<file path="config.mk">
export PLATFORM = sky130hd
export DESIGN_NAME = mem_arbiter
export DESIGN_NICKNAME = d
export VERILOG_FILES = /design/src/rtl/mem_arb_pkg.sv /design/src/rtl/mem_arbiter_rr_pick.sv /design/src/rtl/mem_arbiter.sv
export SDC_FILE = /design/constraint.sdc
export NUM_CORES = 1
export LEC_CHECK = 0
export ABC_CLOCK_PERIOD_IN_PS = 4300
export BUFFER_PORTS_ARGS = -buffer_cell sky130_fd_sc_hd__buf_2
export CAP_MARGIN = 15
export CORE_MARGIN = 2
export CORE_UTILIZATION = 53
export CTS_BUF_LIST = sky130_fd_sc_hd__clkbuf_16
export CTS_CLUSTER_SIZE = 8
export DETAILED_ROUTE_END_ITERATION = 8
export GPL_ROUTABILITY_DRIVEN = 0
export GPL_TIMING_DRIVEN = 1
export PLACE_DENSITY = 0.89
export SLEW_MARGIN = 20
export SYNTH_ARGS = -nofsm -noshare
export SYNTH_HDL_FRONTEND = slang
export SYNTH_HIERARCHICAL = 1
export SYNTH_SLANG_ARGS = --single-unit
</file>
<file path="constraint.sdc">
create_clock -name clk -period 4.3 [get_ports clk]
set_input_delay 0.215 -clock clk [delete_from_list [all_inputs] [get_ports clk]]
set_output_delay 0.215 -clock clk [all_outputs]
set_load 0.03 [all_outputs]
</file>
<file path="src/rtl/mem_arb_pkg.sv">
// Shared types for the two-master data RAM arbiter.
// State encoding, master ids and the captured request bundle.
package mem_arb_pkg;

  typedef enum logic [1:0] {
    IDLE   = 2'd0,
    ACCESS = 2'd1,
    RESP   = 2'd2
  } state_t;

  localparam logic M0 = 1'b0;
  localparam logic M1 = 1'b1;

  localparam int REQ_AW = 32;
  localparam int REQ_DW = 32;

  typedef struct packed {
    logic [REQ_AW-1:0] addr;
    logic [REQ_DW-1:0] wdata;
    logic [3:0]        wmask;
    logic              we;
  } req_t;

endpackage

</file>
<file path="src/rtl/mem_arbiter_rr_pick.sv">
// Combinational 2-way picker: round-robin on last winner or
// fixed priority to master 0.
module rr_pick
  import mem_arb_pkg::*;
(
  input  logic [1:0] req,
  input  logic       last,
  input  logic       rr,
  output logic       winner,
  output logic       valid
);

  always_comb begin
    valid  = |req;
    winner = M0;
    unique case (1'b1)
      (req == 2'b10): winner = M1;
      (req == 2'b11): winner = rr ? ~last : M0;
      default:        winner = M0;
    endcase
  end

endmodule

</file>
<file path="src/rtl/mem_arbiter.sv">
// Shares one synchronous-read byte-masked RAM between two masters.
// IDLE captures the winner, ACCESS drives the port, RESP returns data.
module mem_arbiter
  import mem_arb_pkg::*;
#(
  parameter int AW = 32,
  parameter int DW = 32,
  parameter int RR = 1
) (
  input  logic          clk,
  input  logic          reset,
  input  logic          m0_req,
  input  logic [AW-1:0] m0_addr,
  input  logic [DW-1:0] m0_wdata,
  input  logic [3:0]    m0_wmask,
  input  logic          m0_we,
  output logic          m0_gnt,
  output logic          m0_rvalid,
  output logic [DW-1:0] m0_rdata,
  input  logic          m1_req,
  input  logic [AW-1:0] m1_addr,
  input  logic [DW-1:0] m1_wdata,
  input  logic [3:0]    m1_wmask,
  input  logic          m1_we,
  output logic          m1_gnt,
  output logic          m1_rvalid,
  output logic [DW-1:0] m1_rdata,
  output logic [AW-1:0] mem_addr,
  output logic [DW-1:0] mem_wdata,
  output logic [3:0]    mem_wmask,
  output logic          mem_we,
  input  logic [DW-1:0] mem_rdata,
  output logic          busy
);

  localparam logic RR_EN = (RR != 0);

  state_t  state_q, state_d;
  logic    last_q;
  logic    id_q;
  req_t    cap_q;
  req_t    sel;
  logic    win;
  logic    pick_valid;
  logic [DW-1:0] rdata0_q, rdata1_q;
  logic    in_access, in_resp;

  rr_pick u_pick (
    .req    ({m1_req, m0_req}),
    .last   (last_q),
    .rr     (RR_EN),
    .winner (win),
    .valid  (pick_valid)
  );

  always_comb begin
    sel = '0;
    if (win == M1) begin
      sel.addr  = REQ_AW'(m1_addr);
      sel.wdata = REQ_DW'(m1_wdata);
      sel.wmask = m1_wmask;
      sel.we    = m1_we;
    end else begin
      sel.addr  = REQ_AW'(m0_addr);
      sel.wdata = REQ_DW'(m0_wdata);
      sel.wmask = m0_wmask;
      sel.we    = m0_we;
    end
  end

  always_comb begin
    state_d = state_q;
    unique case (state_q)
      IDLE:    if (pick_valid) state_d = ACCESS;
      ACCESS:  state_d = cap_q.we ? IDLE : RESP;
      RESP:    state_d = IDLE;
      default: state_d = IDLE;
    endcase
  end

  always_ff @(posedge clk) begin
    if (!reset) begin
      state_q  <= IDLE;
      last_q   <= M1;
      id_q     <= M0;
      cap_q    <= '0;
      rdata0_q <= '0;
      rdata1_q <= '0;
    end else begin
      state_q <= state_d;
      if (state_q == IDLE && pick_valid) begin
        cap_q  <= sel;
        id_q   <= win;
        last_q <= win;
      end
      if (m0_rvalid) rdata0_q <= mem_rdata;
      if (m1_rvalid) rdata1_q <= mem_rdata;
    end
  end

  // Handshake pulses are masked while reset is low so an
  // aborted transfer never reports gnt or rvalid.
  assign in_access = reset && (state_q == ACCESS);
  assign in_resp   = reset && (state_q == RESP);

  assign m0_gnt    = in_access && (id_q == M0);
  assign m1_gnt    = in_access && (id_q == M1);
  assign m0_rvalid = in_resp && (id_q == M0);
  assign m1_rvalid = in_resp && (id_q == M1);
  assign m0_rdata  = m0_rvalid ? mem_rdata : rdata0_q;
  assign m1_rdata  = m1_rvalid ? mem_rdata : rdata1_q;

  assign mem_addr  = cap_q.addr[AW-1:0];
  assign mem_wdata = cap_q.wdata[DW-1:0];
  assign mem_we    = in_access && cap_q.we;
  assign mem_wmask = mem_we ? cap_q.wmask : 4'b0000;
  assign busy      = (state_q != IDLE);

endmodule
</file>
* Word level (Yosys, flattened, before mapping)
Cells that the tools add are included.
Operators by class: add/sub/neg operators 0, multipliers 0, div/mod/pow operators 0, $lt $le $gt $ge 0, equal/unequal tests 5, shift operators 0, muxes and demuxes 8, bitwise logic cells 2, reductions and logical operators 11
Operators by type and width (count):
- 2-to-1 mux 69 bit | 1
- 2-to-1 mux 32 bit | 2
- logical AND 1 bit | 8
- == test 2 bit, second input constant | 3
- 2-to-1 mux 2 bit | 2
- 2-to-1 mux 4 bit | 1
- one-hot mux 2 bit (2 select lines) | 1
- == test 2 x 1 -> 1 bit, second input constant | 1
- logical NOT 2 bit | 1
- != test 2 bit, second input constant | 1
- NOT 1 bit | 2
- one-hot mux 1 bit (2 select lines) | 1
- nonzero test 2 bit | 1
- OR reduction 2 bit | 1
Storage, ports and cells: register bits 137, bits in latches 0, RAM bits 0, memory bits (read-only) 0, bits of input ports 174, memories 0

* Longest topological paths before layout
depth after elaboration 4, depth in mapped cells 6

* Modules after synthesis
Netlist, hierarchy kept.
Modules (own cells, without submodules):
- mem_arbiter | instances 1, cells each 802, area an instance 7733.7 µm²
- rr_pick | instances 1, cells each 3, area an instance 20.0 µm²

* Worst setup path after synthesis
OpenSTA, ideal clock, no wires.
kind register to output, start register state_q[0], end output port m0_gnt, arrival 1.348 ns, data required time 4.085 ns, setup slack 2.737 ns, stages on the path, launching flop included 5, path buffers 2, path through dfxtp_1 buf_2 clkbuf_1 nand3b_1 nor2_1
On the way: longest elaborated chain between the ends 3
Ends and longest elaborated chain:
- start, declared | RTL line mem_arbiter.sv:38 | state_t state_q, state_d;
- start signal, assigned | RTL line mem_arbiter.sv:90 | state_q <= state_d;
- == test 2 x 1 -> 1 bit | RTL line mem_arbiter.sv:103 | assign in_access = reset && (state_q == ACCESS);
- logical AND 1 bit | RTL line mem_arbiter.sv:103
- logical AND 1 bit | RTL line mem_arbiter.sv:106 | assign m0_gnt = in_access && (id_q == M0);
- end, declared | RTL line mem_arbiter.sv:17 | output logic m0_gnt,
Every way passes these cells.

* Worst setup path in the final report
start register state_q[1], end output port m0_rdata[13]
On the way: longest elaborated chain between the ends 4
Ends and longest elaborated chain:
- == test 2 bit | RTL line mem_arbiter.sv:104 | assign in_resp = reset && (state_q == RESP);
- logical AND 1 bit | RTL line mem_arbiter.sv:104
- logical AND 1 bit | RTL line mem_arbiter.sv:108 | assign m0_rvalid = in_resp && (id_q == M0);
- 2-to-1 mux 32 bit
- end, declared | RTL line mem_arbiter.sv:19 | output logic [DW-1:0] m0_rdata,
Every way passes these cells.

==> results by group <==
STA
  – Clock Skew: around 0.015 ns
  – Actual slew at the worst max-slew pin: between 0.8 and 0.9 ns
  – Setup-failing EPs final: 0
  – Maximum clock frequency: about 0.34 GHz
  – Final Cycle Share: 69.3%
  – Pins Over Slew Limit: 0
  – Min Tclk post-route: approximately 3 ns
  – Max_slew headroom: approximately 42%
  – Count of final hold-check violations: 0
  – Total negative slack: 0 ns
  – Unrepaired setup endpoints after global routing: false

Yosys
  – Netlist cell types: 25
  – Synth top area share: between 30% and 40%
  – Cell area after synthesis: just under 0.008 mm²
  – Post-synth top cells: 139 x o211ai_1, 137 x dfxtp_1, 134 x mux2i_1
  – Ys flop type: dfxtp_1
  – Warnings from Yosys: 6
  – Flops & latches, synth: about 140
  – Yosys top cell by area: dfxtp_1
  – FFs w/ async S/R, synth: 0%
  – Synth Instances: ~810
  – Post-synth EDFFs: 0
  – Synthesized Nets: 979
  – Count leader, synth: o211ai_1
  – Avg Inst Size Synth: 9.63 µm²
  – Register area share after synthesis: 35.4%
  – Synth top area cells: dfxtp_1 35%, mux2i_1 17%, o211ai_1 13%, buf_4 6.8%, nand3b_1 6.8%

Floorplan
  – Die area: about 0.016 mm²
  – Chip height: 125 µm
  – Core Box Area: 0.0144 mm²
  – I/O pin cnt: roughly 310
  – FP Rows: 44
  – Die width: 125 µm
  – Starting Density: a little over half

Finish
  – Layout cell share with drive strength beyond 1: about 39%
  – Final Net Count: approximately 1.2k
  – Layout filler cell count: roughly 1.2k
  – Fin util: 65.7%
  – Final instance area: 0.00948 mm²
  – Area delta synth->final: 22.2%

Detailed routing
  – Drt first pass iters: 5
  – Vias: around 6.6k
  – Antenna Nets Post-Route: 0
  – Drt wl/cell: approximately 16 µm
  – DRC viols: 0
  – First DRT Iteration DRCs: around 380
  – Final Routed Wirelength: roughly 20000 µm
  – Vias per std cell: 5.52

Worst setup path
  – Startpoint Class: register
  – Critical path required time: just over 4 ns
  – Slowest cell on the critical path: dfxtp_2
  – CP endpoint kind: primary output
  – Reg2Reg Setup Slack: about 2.1 ns
  – Critical path class: reg2out
  – Worst-path fanout max: 34
  – Worst path cell trace: nand4bb_4 > buf_4 > mux2_2 > buf_2
  – FF-to-FF path depth: 3
  – CP top delay family: flip-flops
  – Critical Path Max Stage Delay: around 0.69 ns
  – CP arrival: about 2.8 ns
  – CP startpoint: state_q[1]$_SDFFE_PN0P_
  – Reg-to-Reg End: rdata0_q[3]$_SDFF_PN0_
  – Reg-to-reg startpoint: state_q[1]$_SDFFE_PN0P_
  – Buf/Inv on CP: 2

Clocking
  – CTS sink cnt: approximately 140
  – CTS tree: yes
  – Clock slew at reported path FFs: around 0.060 ns
  – CTS Hold Bufs: 0
  – CTS max path bufs: 2
  – H-tree depth: 4
  – Gates resized, CTS repair: 0
  – CTS root buffer: clkbuf_16
  – Worst-skew pair later-pin latency: between 0.4 and 0.5 ns
  – Postcts setup bufs: 0
  – Clock buffer count from CTS: 17

Pwr
  – LEAKAGE: slightly below 0.005 µW
  – Comb pwr share: 18.6%
  – Clk pwr share: roughly two fifths
  – Pint: ~2600 µW
  – Switching portion of total power: about 29%
  – Reg power frac: a little under 40%
  – Net switching power figure: between 1000 and 1500 µW
  – Power Density: approximately 380 mW/mm²
  – IR drop worst, VDD: 300 µV

Min path
  – Hold path start: mem_rdata[25]
  – Hold Path Stages: 3
  – Hold Path Class: in2reg
  – Hold endpoint: rdata1_q[25]$_SDFF_PN0_

Global routing
  – Largest net degree at the start of global routing: 88
  – GR Overflow Total: 0
  – First-pass GRT wire length: between 30000 and 40000 µm
  – Antenna violations before repair: 1
  – Total track usage: between 20 and 25%
  – Vias in the first global route: roughly 6.4k

Placement
  – PortBufs: ~310
  – Placed cell areas: slightly below 0.009 mm²
  – DPL Wire Length: approximately 13000 µm

Run
  – Max cap viols: 0

Run status
  – Status: finished, final reports clean
==> through the flow <==
step           setup slack (ns)  hold slack [ns]  std cells  total power [µW]
4_1_cts                    1.28           0.0619       1202              3640
3_3_place_gp               1.77            0.453       1170              2120
6_report                   1.32           0.0747       1203              3620
5_1_grt                    1.09           0.0706       1203              3770
3_5_place_dp               1.74            0.457       1170              2130
2_1_floorplan              2.74            0.367        805              1980
==> power by group through the flow <==
stage	Combinational [µW]	Clock, µW	Sequential, µW
finish	672	1510	1430
global route	717	1600	1450
CTS	676	1530	1430
detailed placement	674	0	1460
global placement	662	0	1450
floorplan	544	0	1430
==> sequential cells by signal, indices dropped and copies added, names as in the netlist <==
| name | cells |
|---|---|
| state_q | 2 |
| last_q | 1 |
| rdata0_q | 32 |
| mem_wdata | 32 |
| rdata1_q | 32 |
| id_q | 1 |
| cap_q | 5 |
| mem_addr | 32 |
==> tightest hold or removal path: stages <==
cell and delay [ns]:
buf_2 0.11, inv_1 0.06, mux2i_1 0.06
==> cell families (layout without fill, tap and decap cells) <==
kind of cell	Yosys count	count (layout)	synth area share, %
other cells	1	2	0.0484
compound gates	140	140	13.6
buf+inv	177	390	12.5
flops	137	137	35.4
simple gates	152	152	11.5
mux	198	198	27.1
==> metal layers <==
| metal | GRT usage [%] | vias up | routed length (µm) |
|---|---|---|---|
| met3 | 5.18 | 30 | 1130 |
| met1 | 30.4 | 3120 | 8240 |
| met4 | 8.69 | 0 | 366 |
| li1 | - | 3237 | - |
| met5 | 0 | - | 0 |
| met2 | 43.1 | 250 | 9940 |
==> cells in the final DEF, fill, tap and decap left out, drive strengths merged <==
cell type	count
clkbuf	17
nand4bb	3
mux2	64
bufinv	4
nand2	66
a21boi	1
inv	38
or2	2
clkinv	9
nor2	3
nand4b	1
and2	4
buf	321
mux2i	134
o211ai	139
nand2b	1
dfxtp	137
diode	1
conb	1
and4b	1
nor3b	1
clkinvlp	1
nand3b	70
==> area by class of cell <==
| type | instances | area [µm²] | share of cell area [%] |
|---|---|---|---|
| repair buffers | 321 | 1660 | 17.5 |
| clock buffers | 17 | 425 | 4.49 |
| multi-input cells | 491 | 4090 | 43.1 |
| flip-flops and latches | 137 | 2750 | 29.0 |
| well taps | 184 | 230 | 2.43 |
| clock inverters | 15 | 184 | 1.94 |
| diodes | 1 | 2.50 | 0.0264 |
| inverters | 37 | 139 | 1.47 |
==> worst max-delay path by stage <==
stage	to	slack, ns	cells past startpoint
2_1_floorplan	m0_gnt	2.74	4
3_3_place_gp	m0_rdata[5]	1.77	4
3_5_place_dp	m0_rdata[13]	1.74	4
4_1_cts	m0_rdata[13]	1.28	4
5_1_grt	m0_rdata[6]	1.09	4
6_report	m0_rdata[13]	1.32	4
No activity file was read; power rests on OpenSTA's default activity.
